File: src/rtl/core_pkg.sv
// Shared types for the core's hazard logic: forwarding selects, memory-wait
// states, and the operand forwarding priority rule.
package core_pkg;

  typedef enum logic [1:0] {
    FWD_RF = 2'b00,
    FWD_W  = 2'b01,
    FWD_M  = 2'b10
  } fwd_sel_t;

  typedef enum logic [1:0] {
    IDLE = 2'd0,
    WAIT = 2'd1,
    ERR  = 2'd2
  } hz_mem_st_t;

  // The youngest in-flight writer (Memory) wins over Writeback.
  function automatic fwd_sel_t fwdSelect(input logic [3:0] raE,
                                         input logic [3:0] waM,
                                         input logic [3:0] waW,
                                         input logic       regWriteM,
                                         input logic       regWriteW);
    fwd_sel_t sel;
    sel = FWD_RF;
    if (regWriteM && (raE == waM)) begin
      sel = FWD_M;
    end else if (regWriteW && (raE == waW)) begin
      sel = FWD_W;
    end
    return sel;
  endfunction

endpackage

File: src/rtl/hazard_unit_sat_counter.sv
// Event counter that sticks at all-ones instead of wrapping, so a long
// debug run never reports a misleadingly small count.
module sat_counter #(
  parameter int W = 16
) (
  input  logic         clk,
  input  logic         reset,
  input  logic         inc_i,
  output logic [W-1:0] count_o
);

  logic [W-1:0] count_q;

  always_ff @(posedge clk or posedge reset) begin
    if (reset) begin
      count_q <= '0;
    end else if (inc_i && (count_q != '1)) begin
      count_q <= count_q + 1'b1;
    end
  end

  assign count_o = count_q;

endmodule

File: src/rtl/hazard_unit.sv
// Pipeline hazard resolver for the 5-stage ARM core: forwarding, load-use and
// PC stalls/flushes, and a pipe freeze while the data memory is busy.
module hazard_unit
  import core_pkg::*;
#(
  parameter int MEM_TIMEOUT = 16,
  parameter int CNT_W       = 16
) (
  input  logic             clk,
  input  logic             reset,
  input  logic [3:0]       RA1D,
  input  logic [3:0]       RA2D,
  input  logic [3:0]       RA1E,
  input  logic [3:0]       RA2E,
  input  logic [3:0]       WA3E,
  input  logic [3:0]       WA3M,
  input  logic [3:0]       WA3W,
  input  logic             RegWriteM,
  input  logic             RegWriteW,
  input  logic             MemtoRegE,
  input  logic             PCWrPendingF,
  input  logic             PCSrcW,
  input  logic             BranchTakenE,
  input  logic             MemReqM,
  input  logic             MemReadyM,
  output logic [1:0]       ForwardAE,
  output logic [1:0]       ForwardBE,
  output logic             StallF,
  output logic             StallD,
  output logic             StallE,
  output logic             StallM,
  output logic             FlushD,
  output logic             FlushE,
  output logic             FlushW,
  output logic             MemErr,
  output logic [CNT_W-1:0] StallCnt,
  output logic [CNT_W-1:0] FlushCnt
);

  localparam int WCNT_W = $clog2(MEM_TIMEOUT + 1);

  hz_mem_st_t        st_q;
  logic [WCNT_W-1:0] wcnt_q;
  logic              memErr_q;
  logic              ldrStall;
  logic              memStall;
  logic              memBusy;

  assign ForwardAE = fwdSelect(RA1E, WA3M, WA3W, RegWriteM, RegWriteW);
  assign ForwardBE = fwdSelect(RA2E, WA3M, WA3W, RegWriteM, RegWriteW);

  assign ldrStall = MemtoRegE && ((RA1D == WA3E) || (RA2D == WA3E));
  assign memBusy  = MemReqM && !MemReadyM;
  assign memStall = (((st_q == IDLE) || (st_q == WAIT)) && memBusy) || (st_q == ERR);

  // A memory freeze holds every stage and suppresses branch/load flushes, so
  // those hazards are simply re-evaluated once the access completes.
  always_comb begin
    StallF = 1'b0;
    StallD = 1'b0;
    StallE = 1'b0;
    StallM = 1'b0;
    FlushD = 1'b0;
    FlushE = 1'b0;
    FlushW = 1'b0;
    if (memStall) begin
      StallF = 1'b1;
      StallD = 1'b1;
      StallE = 1'b1;
      StallM = 1'b1;
      FlushW = 1'b1;
    end else begin
      StallF = ldrStall || PCWrPendingF;
      StallD = ldrStall;
      FlushD = PCWrPendingF || PCSrcW || BranchTakenE;
      FlushE = ldrStall || BranchTakenE;
    end
  end

  always_ff @(posedge clk or posedge reset) begin
    if (reset) begin
      st_q     <= IDLE;
      wcnt_q   <= '0;
      memErr_q <= 1'b0;
    end else begin
      case (st_q)
        IDLE: begin
          if (memBusy) begin
            st_q   <= WAIT;
            wcnt_q <= WCNT_W'(1);
          end
        end
        WAIT: begin
          if (!MemReqM || MemReadyM) begin
            st_q   <= IDLE;
            wcnt_q <= '0;
          end else if (wcnt_q == WCNT_W'(MEM_TIMEOUT - 1)) begin
            st_q     <= ERR;
            memErr_q <= 1'b1;
          end else begin
            wcnt_q <= wcnt_q + 1'b1;
          end
        end
        ERR: begin
          st_q     <= ERR;
          memErr_q <= 1'b1;
        end
        default: begin
          st_q   <= IDLE;
          wcnt_q <= '0;
        end
      endcase
    end
  end

  assign MemErr = memErr_q;

  sat_counter #(.W(CNT_W)) u_stallCnt (
    .clk     (clk),
    .reset   (reset),
    .inc_i   (StallF),
    .count_o (StallCnt)
  );

  sat_counter #(.W(CNT_W)) u_flushCnt (
    .clk     (clk),
    .reset   (reset),
    .inc_i   (FlushE),
    .count_o (FlushCnt)
  );

endmodule

File: config.mk
export PLATFORM = sky130hd
export DESIGN_NAME = hazard_unit
export DESIGN_NICKNAME = d
export VERILOG_FILES = /design/src/rtl/core_pkg.sv /design/src/rtl/hazard_unit_sat_counter.sv /design/src/rtl/hazard_unit.sv
export SDC_FILE = /design/constraint.sdc
export NUM_CORES = 1
export LEC_CHECK = 0
export ABC_AREA = 1
export BUFFER_PORTS_ARGS = -buffer_cell sky130_fd_sc_hd__buf_2
export CAP_MARGIN = 10
export CORE_MARGIN = 3
export CORE_UTILIZATION = 40
export CTS_BUF_LIST = sky130_fd_sc_hd__clkbuf_8
export DETAILED_ROUTE_END_ITERATION = 12
export PLACE_DENSITY = 0.63
export SYNTH_ARGS = -nofsm -noshare
export SYNTH_HDL_FRONTEND = slang
export SYNTH_HIERARCHICAL = 1
export SYNTH_SLANG_ARGS = --single-unit
File: constraint.sdc
create_clock -name clk -period 2.85 [get_ports clk]
set_input_delay 0.285 -clock clk [delete_from_list [all_inputs] [get_ports clk]]
set_output_delay 0.285 -clock clk [all_outputs]
set_load 0.005 [all_outputs]
==> run metrics, run 1 <==
Synth Net Count=496; Worst slew margin=54.7%; Hold Crit Class=input pin to register; total wire length=~7.2 mm; Psw=0.000819 W; Startpoint Class=register; Final Cell Area=3660 sq um; CTS H-tree depth=2; number of global-route vias before repair=roughly 2800; Total GRT Usage=about 17%; first-pass GRT wire length=approximately 13 mm; Yosys reg bits=40; Final Setup Violations=0; detailed-route via count=2987; core area=7370 sq um; Combinational Power Share=38.1%; Hold Crit Depth=6; fin. max-slew vios=0; largest area contributor in the netlist=dfrtp_1; r2r setup slk=0.97 ns; VDD IR max=approximately 0.00036 V; dpl cell area=around 3600 sq um; Post-synth EDFFs=0; initial antenna violation count=0; CP top delay family=simple AND/OR/NAND/NOR gates; cell mode on critical path=nand2_1; routability congestion estimate=0.812; RSZ-0062 raised after global routing=no; hold path startpoint=MemReadyM; Pleak=around 1.9 nW; Worst-Skew Late Latency=0.29 ns; Layout Nets=581; Unique masters post-synth=31; Die ar.=8780 sq um; most frequent cell after synthesis=nand2_1; HPWL Detailed=5.77 mm; Area Growth Syn to Fin=18.9%; sequential element share of the synthesized area=32.5%; WP data required=3.06 ns; CTS Buffer Depth=2; io pins=82; grt ovf=0; cell row count=31; f_max=approximately 530 MHz; DRC=0; met2 routed WL=3.33 mm; CTS sink count=40; highest metal used=met4; ys async rst share=between 90% and 100%; top cells by count, synth=162 x nand2_1, 59 x inv_1, 41 x nor2_1, 40 x dfrtp_1, 22 x nand3_1; post-synth top area share=between 30% and 40%; CP max FO=16; reg2reg end=u_flushCnt/count_o[4]; Die Height=between 90 and 100 um; average cell area after synthesis=just under 7 sq um; largest net degree at the start of global routing=17; drt first pass iters=4; Final Cycle Share=66.1%; maxcap violations=0; reg2reg path depth=7; routed wire length per instance=11.3 um; Setup CP Type=register to register; ys flop type=dfrtp_1; Hold Fails Final Rpt=0; Sw Ratio=40.8%; reg2reg start=st_q[1]; largest cells by area after synthesis=dfrtp_1 33%, nand2_1 20%, inv_1 7.2%; ant diodes=0; clk_skew=0.0152 ns; fin util=49.6%; Clock power frac=between 10% and 20%; synthesized instance count=roughly 450; CP max-delay cell=nor2_4; crit path DAT=2.10 ns; port bufs=81; CP max stage delay=0.44 ns; Internal Power=0.00119 W; CTS Root Buffer Type=clkbuf_8; PwrDens=549 nW/um^2; worst-margin pin slew=0.678 ns; Routed Antenna Nets=0; Die W=93.7 um; metal3 WL=344 um; CTS clk-pin slew, worst paths=0.09 ns; min Tclk post-route=1.88 ns; Hold Path End=wcnt_q[0]; crit-path cells=nand2_1, a21boi_2, a21oi_1, inv_1, nor2_4, nand2_1, o21ai_2; fraction of layout cells with a size suffix above 1=between 20% and 30%; Worst Path Buf+Inv=1; crit end category=register; TritonCTS clock tree=yes; Via density=4.70; Post-Syn Area=3080 sq um; M1 wire length=3.45 mm; Initial Util=around two fifths; initial detailed-routing violation count=91; Seq pwr share=roughly 43%; Yosys warnings=6; CTS Buf Count=5; run status=finished, final reports clean; Post-Route Setup TNS=0 ns
-- power by group through the flow --
stage | registers, W | logic, W | clock network [W]
after floorplan | 0.000853 | 0.000528 | 0
after global placement | 0.000873 | 0.000752 | 0
after detailed placement | 0.000873 | 0.000772 | 0
after CTS | 0.000863 | 0.000777 | 0.000399
after global routing | 0.000893 | 0.000877 | 0.000421
final | 0.000861 | 0.000765 | 0.000380
-- placed cells by master (no fill, tap or decap), types with 3 or more instances in the layout --
cell type	netlist	layout
clkinv_2	1	3
nor3_1	3	3
o211ai_1	3	3
dfrtp_1	40	40
nand3_1	22	22
nor2_4	10	10
o21ai_0	3	3
nand2_1	162	162
nor2_1	41	41
clkbuf_8	0	5
a21oi_1	4	4
inv_1	59	59
o21ai_2	12	12
xnor2_1	10	10
buf_2	0	81
nand4_1	12	12
o22ai_1	3	3
nand2_2	14	14
nand3b_1	5	5
nor2_2	7	7
ha_1	7	7
xor2_1	7	7
inv_2	4	4
o21ai_1	11	11
-- final cells by class --
| class | instances | area (sq um) |
|---|---|---|
| Clock buffer | 5 | 68.8 |
| Clock inverter | 3 | 18.8 |
| Fill cell | 783 | 3710 |
| Inverter | 64 | 241 |
| Multi-Input combinational cell | 343 | 1790 |
| Sequential cell | 40 | 1000 |
| Tap cell | 99 | 124 |
| Timing Repair Buffer | 82 | 415 |
-- worst max-delay path by stage --
stage / startpoint / end / slack [ns] / depth (start not counted)
after floorplan: WA3E[0] / u_flushCnt/count_o[13] / 1.22 / 15
after global placement: WA3E[1] / u_flushCnt/count_o[7] / 0.77 / 13
after detailed placement: WA3E[0] / u_flushCnt/count_o[7] / 0.73 / 13
after CTS: st_q[1] / u_flushCnt/count_o[4] / 0.94 / 7
after global routing: st_q[1] / u_flushCnt/count_o[9] / 0.75 / 7
final: st_q[1] / u_flushCnt/count_o[4] / 0.97 / 7
-- worst register-to-register path, cell delays in order (launching register included) --
cell      delay, ns
dfrtp_1        0.40
nand2_1        0.09
a21boi_2       0.19
a21oi_1        0.32
inv_1          0.18
nor2_4         0.44
nand2_1        0.13
o21ai_2        0.08
-- logic make-up after synthesis --
group           share of synthesized area, %
flops                                   32.5
fa+ha+maj                               2.85
buf+inv                                 9.32
xor+xnor                                4.84
simple gates                            41.3
compound gates                          9.11
-- layer usage --
metal / vias to the layer above / track usage, %
met5: - / 0
met2: 66 / 28.3
met3: 7 / 2.80
met1: 1344 / 24.7
met4: 0 / 3.49
li1: 1570 / -
-- metrics by stage --
| step | total power [W] | worst slack, ns | hold slack, ns | cells |
|---|---|---|---|---|
| 2_1_floorplan | 0.00138 | 1.22 | 0.101 | 451 |
| 6_report | 0.00201 | 0.967 | 0.433 | 636 |
| 5_1_grt | 0.00219 | 0.747 | 0.475 | 636 |
| 4_1_cts | 0.00204 | 0.944 | 0.422 | 636 |
| 3_3_place_gp | 0.00162 | 0.773 | 0.287 | 627 |
| 3_5_place_dp | 0.00164 | 0.733 | 0.291 | 627 |
-- registers in the layout (all words and copies together) (netlist names) --
| name | cells |
|---|---|
| u_flushCnt/count_o | 16 |
| u_stallCnt/count_o | 16 |
| st_q | 2 |
| wcnt_q | 5 |
| MemErr | 1 |
-- what timing repair did --
action	4_1_cts	5_1_grt
hold buffers	1	0
buffers inserted	0	0
endpoints found under the hold margin	8	0
resized for setup	0	0
No activity file was read; power rests on OpenSTA's default activity.
==> run 2, diff against run 1 <==
--- a/config.mk
+++ b/config.mk
@@ -12,7 +12,7 @@
 export CORE_UTILIZATION = 40
 export CTS_BUF_LIST = sky130_fd_sc_hd__clkbuf_8
 export DETAILED_ROUTE_END_ITERATION = 12
-export PLACE_DENSITY = 0.63
+export PLACE_DENSITY = 0.66
 export SYNTH_ARGS = -nofsm -noshare
 export SYNTH_HDL_FRONTEND = slang
 export SYNTH_HIERARCHICAL = 1
==> constraint.sdc (replaced) <==
create_clock -name clk -period 1.62 [get_ports clk]
set_input_delay 0.162 -clock clk [delete_from_list [all_inputs] [get_ports clk]]
set_output_delay 0.162 -clock clk [all_outputs]
set_load 0.005 [all_outputs]
==> run 2 against run 1 <==
  * The run now ends with setup timing left
  * Utilization grew 4.6 points
  * Worst setup slack got worse by 1.0 ns
  * Register-to-register slack worse by 1.0 ns
  * Power rose by 97%
  * Die area unchanged
  * Wire length grew 9.2%
  * Critical path type unchanged
  * Critical endpoint is now u_stallCnt/count_o[11]
==> run metrics, run 2 (same netlist as run 1, synthesis figures left out) <==
run status=finished with violations; failing checks=setup timing; crit end category=register; CTS H-tree depth=2 (unchanged); detailed-route via count=3096 (+3.6%); HPWL Detailed=5.96 mm (+3.3%); reg2reg path depth=9 (+2); Area Growth Syn to Fin=29.9%; most frequent cells in the layout=157 x nand2_1, 80 x buf_2, 55 x inv_1, 40 x dfrtp_1, 36 x nor2_1; Via density=4.69 (-0.12%); Worst-Skew Late Latency=0.30 ns (about the same); Clock power frac=21.0% (+2.0 points); reg2reg start=st_q[1]; Routed Antenna Nets=0 (unchanged); min Tclk post-route=1.66 ns (-0.228 ns); CTS Root Buffer Type=clkbuf_8; Internal Power=0.00240 W (+100%); CTS Buffer Depth=2 (unchanged); Initial Util=41.7% (unchanged); drt first pass iters=4 (unchanged); ant diodes=0 (unchanged); Hold Crit Class=input pin to register; Setup CP Type=register to register; fin. max-slew vios=0 (unchanged); routed wire length per instance=11.9 um (+5.2%); Final WS setup=-0.0351 ns (-1.00 ns); Combinational Power Share=40.7% (+2.6 points); Hold Fails Final Rpt=0 (unchanged); fraction of layout cells with a size suffix above 1=33.3% (+6.7 points); routability congestion estimate=0.825 (+1.6%); first-pass GRT wire length=12.9 mm (+2.2%); largest net degree at the start of global routing=17 (unchanged); core area=7370 sq um (unchanged); r2r setup slk=-0.04 ns (-1.00 ns); Min Hold Slack=0.326 ns (-0.108 ns); PwrDens=988 nW/um^2 (+80%); Final Setup Violations=9 (+9); Psw=0.00154 W (+89%); Worst Setup SP=st_q[1]; reg2reg end=u_stallCnt/count_o[11]; worst-margin pin slew=0.652 ns (-0.0265 ns); crit path DAT=1.84 ns (-0.26 ns); CP max FO=8 (-8); VDD IR max=0.000640 V (+76%); WP data required=1.81 ns (-1.25 ns); CTS Buf Count=5 (unchanged); most common cell after layout, fill and taps aside=nand2_1; maxcap violations=0 (unchanged); Die ar.=8780 sq um (unchanged); DRC=0 (unchanged); Seq pwr share=38.3% (-4.6 points); RSZ-0062 raised after global routing=yes; Place WS=-0.0345 ns (-0.767 ns); Sw Ratio=39.1% (-1.7 points); initial antenna violation count=0 (unchanged); Die Height=93.7 um (unchanged); Die W=93.7 um (unchanged); CTS clk-pin slew, worst paths=0.08 ns (about the same); io pins=82 (unchanged); CTS sink count=40 (unchanged); clk_skew=0.0105 ns (-0.00474 ns); f_max=604 MHz (+14%); final non-filler cell total=660 (+3.8%); Final Cycle Share=102% (+36 points); Total GRT Usage=18.1% (+0.59 points); port bufs=81 (unchanged); Startpoint Class=register; total wire length=7.85 mm (+9.2%); grt ovf=0 (unchanged); number of global-route vias before repair=2937 (+3.3%); Pleak=2.01 nW (+8.7%); initial detailed-routing violation count=134 (+47%); Worst slew margin=56.5% (+1.8 points); crit path to=u_stallCnt/count_o[11]; cell row count=31 (unchanged); hold path startpoint=MemReadyM; TritonCTS clock tree=yes; Layout Nets=605 (+4.1%); placed insts=645 (+2.9%)
==> run 2: worst max-delay path, cell delays in order (launching register included) <==
cell and delay [ns]:
dfrtp_1 0.43, nand2_2 0.10, a21boi_4 0.22, inv_2 0.05, nand3b_1 0.15, inv_2 0.08
buf_6 0.12, nor2_4 0.14, clkbuf_16 0.19, o21ai_2 0.05
==> run 2: worst min path at each step <==
stage | to | slack (ns) | depth (start not counted)
after detailed placement | wcnt_q[1] | 0.19 | 2
after global placement | wcnt_q[0] | 0.18 | 2
after global routing | wcnt_q[0] | 0.37 | 6
after floorplan | MemErr | -0.02 | 1
final | wcnt_q[0] | 0.33 | 6
after CTS | wcnt_q[0] | 0.30 | 6
==> run 2: repair_timing <==
| item | 4_1_cts | 5_1_grt |
|---|---|---|
| pin swaps | 1 | 14 |
| hold buffers | 1 | 0 |
| hold endpoints to repair | 40 | 0 |
| setup endpoints to repair | 5 | 38 |
| resized for setup | 3 | 29 |
| buffers inserted | 0 | 5 |
| cloned | 0 | 1 |
==> run 2: per-layer routing <==
| metal | share of wire, % | global-route usage [%] | wire length, um | up-vias |
|---|---|---|---|---|
| met2 | 51 | 31.6 | 4010 | 57 |
| met4 | 0.47 | 5.42 | 37 | 0 |
| li1 | - | - | - | 1617 |
| met1 | 45 | 22.9 | 3490 | 1420 |
| met5 | 0 | 0 | 0 | - |
| met3 | 3.9 | 2.64 | 304 | 2 |
==> run 2: power by group through the flow <==
| stage | clock network (W) | registers (W) | logic, W |
|---|---|---|---|
| after detailed placement | 0 | 0.00151 | 0.00150 |
| final | 0.000829 | 0.00151 | 0.00161 |
| after global routing | 0.000902 | 0.00155 | 0.00181 |
| after CTS | 0.000845 | 0.00150 | 0.00151 |
| after floorplan | 0 | 0.00150 | 0.000929 |
| after global placement | 0 | 0.00150 | 0.00146 |
==> run 2: cell type report <==
class                           count  area [sq um]
Timing Repair Buffer              106           656
Clock buffer                        5          68.8
Clock inverter                      3          38.8
Sequential cell                    40          1000
Tap cell                           99           124
Multi-Input combinational cell    343          1860
Fill cell                         723          3370
Inverter                           64           243
==> run 2: per-stage QoR <==
stage,power [W],instance area (sq um),utilization (%),setup TNS [ns]
6_report,0.00395,4000,54.2,-0.222
5_1_grt,0.00426,4000,54.2,-1.12
4_1_cts,0.00385,3850,52.2,0
3_5_place_dp,0.00301,3720,50.5,-0.0345
3_3_place_gp,0.00296,3720,50.5,0
2_1_floorplan,0.00243,3080,-,0
==> run 3, diff against run 2 <==
--- a/config.mk
+++ b/config.mk
@@ -11,9 +11,12 @@
 export CORE_MARGIN = 3
 export CORE_UTILIZATION = 40
 export CTS_BUF_LIST = sky130_fd_sc_hd__clkbuf_8
+export CTS_CLUSTER_DIAMETER = 200
 export DETAILED_ROUTE_END_ITERATION = 12
+export GPL_TIMING_DRIVEN = 0
 export PLACE_DENSITY = 0.66
 export SYNTH_ARGS = -nofsm -noshare
 export SYNTH_HDL_FRONTEND = slang
 export SYNTH_HIERARCHICAL = 1
 export SYNTH_SLANG_ARGS = --single-unit
+export TNS_END_PERCENT = 30
==> run 3 against run 2 <==
  * The flow still finishes with violations (setup timing)
  * Wire length down 2.0%
  * Non-clock buffer count down 10
  * Flip-flop and latch count unchanged
  * Cell area down 2.1%
  * Power down 0.41%
  * First-iteration DRC count down 14%
  * Register-to-register slack worse by 0.05 ns
  * Largest power group is now registers
  * Highest routed layer unchanged
==> run metrics, run 3 (same netlist as run 1, synthesis figures left out) <==
run status=finished with violations; failing checks=setup timing; final non-filler cell total=650 (-1.5%); detailed-route via count=3120 (+0.78%); CTS Buffer Depth=2 (unchanged); drt first pass iters=5 (+1); Final Setup Violations=15 (+6); Min Hold Slack=0.329 ns (+0.00373 ns); cell mode on critical path=inv_2; core area=7370 sq um (unchanged); PwrDens=1010 nW/um^2 (+1.7%); Initial Util=41.7% (unchanged); r2r setup slk=-0.08 ns (-0.05 ns); ant diodes=0 (unchanged); most common cell after layout, fill and taps aside=nand2_1; crit end category=register; fraction of layout cells with a size suffix above 1=31.9% (-1.4 points); maxcap violations=0 (unchanged); CP max-delay cell=dfrtp_1; CP max stage delay=0.42 ns (about the same); io pins=82 (unchanged); dpl cell area=3600 sq um (-3.1%); Final Cycle Share=105% (+2.8 points); Die W=93.7 um (unchanged); first-pass GRT wire length=12.6 mm (-2.6%); area of the multi-input gates=1860 sq um (-0.34%); routed wire length per instance=11.8 um (-0.44%); min Tclk post-route=1.70 ns (+0.0452 ns); Post-Route Setup TNS=-0.712 ns (-0.490 ns); Area Growth Syn to Fin=27.2%; CP max FO=8 (unchanged); routability congestion estimate=0.820 (-0.59%); Die Height=93.7 um (unchanged); Via density=4.80 (+2.3%); Worst-Skew Late Latency=0.29 ns (about the same); crit-path cells=nand2_2, a21boi_4, inv_2, nand3b_1, inv_2, nor2_4, clkbuf_16, o21ai_2; initial detailed-routing violation count=115 (-14%); most frequent cells in the layout=158 x nand2_1, 80 x buf_2, 55 x inv_1, 39 x dfrtp_1, 38 x nor2_1; clk_skew=0.00653 ns (-0.00397 ns); Pleak=1.96 nW (-2.6%); port bufs=81 (unchanged); CTS H-tree depth=2 (unchanged); Hold Fails Final Rpt=0 (unchanged); f_max=588 MHz (-2.7%); Routed Antenna Nets=0 (unchanged); RSZ-0062 raised after global routing=yes; HPWL Detailed=5.79 mm (-2.9%); CTS sink count=40 (unchanged); VDD IR max=0.000574 V (-10%); Place WS=-0.290 ns (-0.255 ns); TritonCTS clock tree=yes; largest net degree at the start of global routing=17 (unchanged); Setup CP Type=register to register; Total GRT Usage=17.5% (-0.54 points); # fillers=741 (+2.5%); CTS Root Buffer Type=clkbuf_8; cell row count=31 (unchanged); Layout Nets=595 (-1.7%); WP data required=1.81 ns (about the same); initial antenna violation count=0 (unchanged); Startpoint Class=register; Worst slew margin=55.2% (-1.3 points); Final Cell Area=3910 sq um (-2.1%); fin. max-slew vios=0 (unchanged); CTS Buf Count=5 (unchanged); grt ovf=0 (unchanged); placed insts=631 (-2.2%); Final WS setup=-0.0803 ns (-0.0452 ns); total wire length=7.69 mm (-2.0%); register area=1000 sq um (+0.12%); Hold Crit Class=input pin to register; worst-margin pin slew=0.672 ns (+0.0199 ns); crit path DAT=1.89 ns (+0.05 ns); DRC=0 (unchanged); CTS clk-pin slew, worst paths=0.08 ns (about the same); Worst Path Buf+Inv=3 (-1); Die ar.=8780 sq um (unchanged); number of global-route vias before repair=2830 (-3.6%); CP top delay family=simple AND/OR/NAND/NOR gates
==> run 3: cell types whose count changed in the layout (fill, tap and decap cells not counted), moves of 2 or more <==
cell	change
buf_4	-7
buf_6	-3
buf_12	-2
buf_8	+2
clkbuf_8	+2
nor2_1	+2
nor2_2	-2
==> run 3: timing repair <==
item	4_1_cts	5_1_grt
endpoints found under the setup margin	31	37
hold buffers	1	0
gates resized for setup	12	13
hold endpoints to repair	18	0
pin swaps	6	9
setup buffers	5	4
cloned	0	1
==> run 3: stage by stage <==
step / utilization, % / total power (W)
final: 53.1 / 0.00393
after global routing: 53.1 / 0.00420
after CTS: 51.7 / 0.00388
after detailed placement: 48.9 / 0.00291
after global placement: 48.9 / 0.00287
after floorplan: - / 0.00243
==> run 3: worst paths after layout <==
kind / start / endpoint / depth (start not counted)
worst max-delay path: st_q[1] / u_stallCnt/count_o[10] / 8
min in group asynchronous: reset / wcnt_q[1] / 3
max in group asynchronous: reset / u_flushCnt/count_o[0] / 3
worst max register to register: st_q[1] / u_stallCnt/count_o[10] / 8
worst min-delay path: MemReadyM / wcnt_q[0] / 6
worst min register to register: MemErr / MemErr / 1
==> run 3: routing by layer <==
metal	GRT usage [%]	vias up	routed length [um]	share of wire (%)
met1	21.9	1425	3320	43
met3	2.72	11	357	4.6
li1	-	1604	-	-
met5	0	-	0	0
met4	4.69	0	109	1.4
met2	31.2	80	3900	51
==> run 3: power by group <==
part	leakage (nW)	total (W)	switching [W]	internal (W)
logic	1.38	0.00148	0.000818	0.000658
clock network	0.0645	0.000912	0.000368	0.000544
registers	0.517	0.00154	0.000324	0.00122
==> run 3: area by class of cell <==
class                   instances  share of cell area (%)
clock inverters                 1                   0.768
flip-flops and latches         40                    25.6
inverters                      64                    6.20
plain buffers                   4                    1.15
well taps                      99                    3.17
repair buffers                 92                    13.1
multi-input cells             343                    47.5
clock buffers                   7                    2.46
==> run 3: worst reg2reg max path: stages (launching register included) <==
cell and delay [ns]:
dfrtp_1 0.42, nand2_2 0.11, a21boi_4 0.22, inv_2 0.05, nand3b_1 0.18, inv_2 0.10, nor2_4 0.26, clkbuf_16 0.21
o21ai_2 0.05
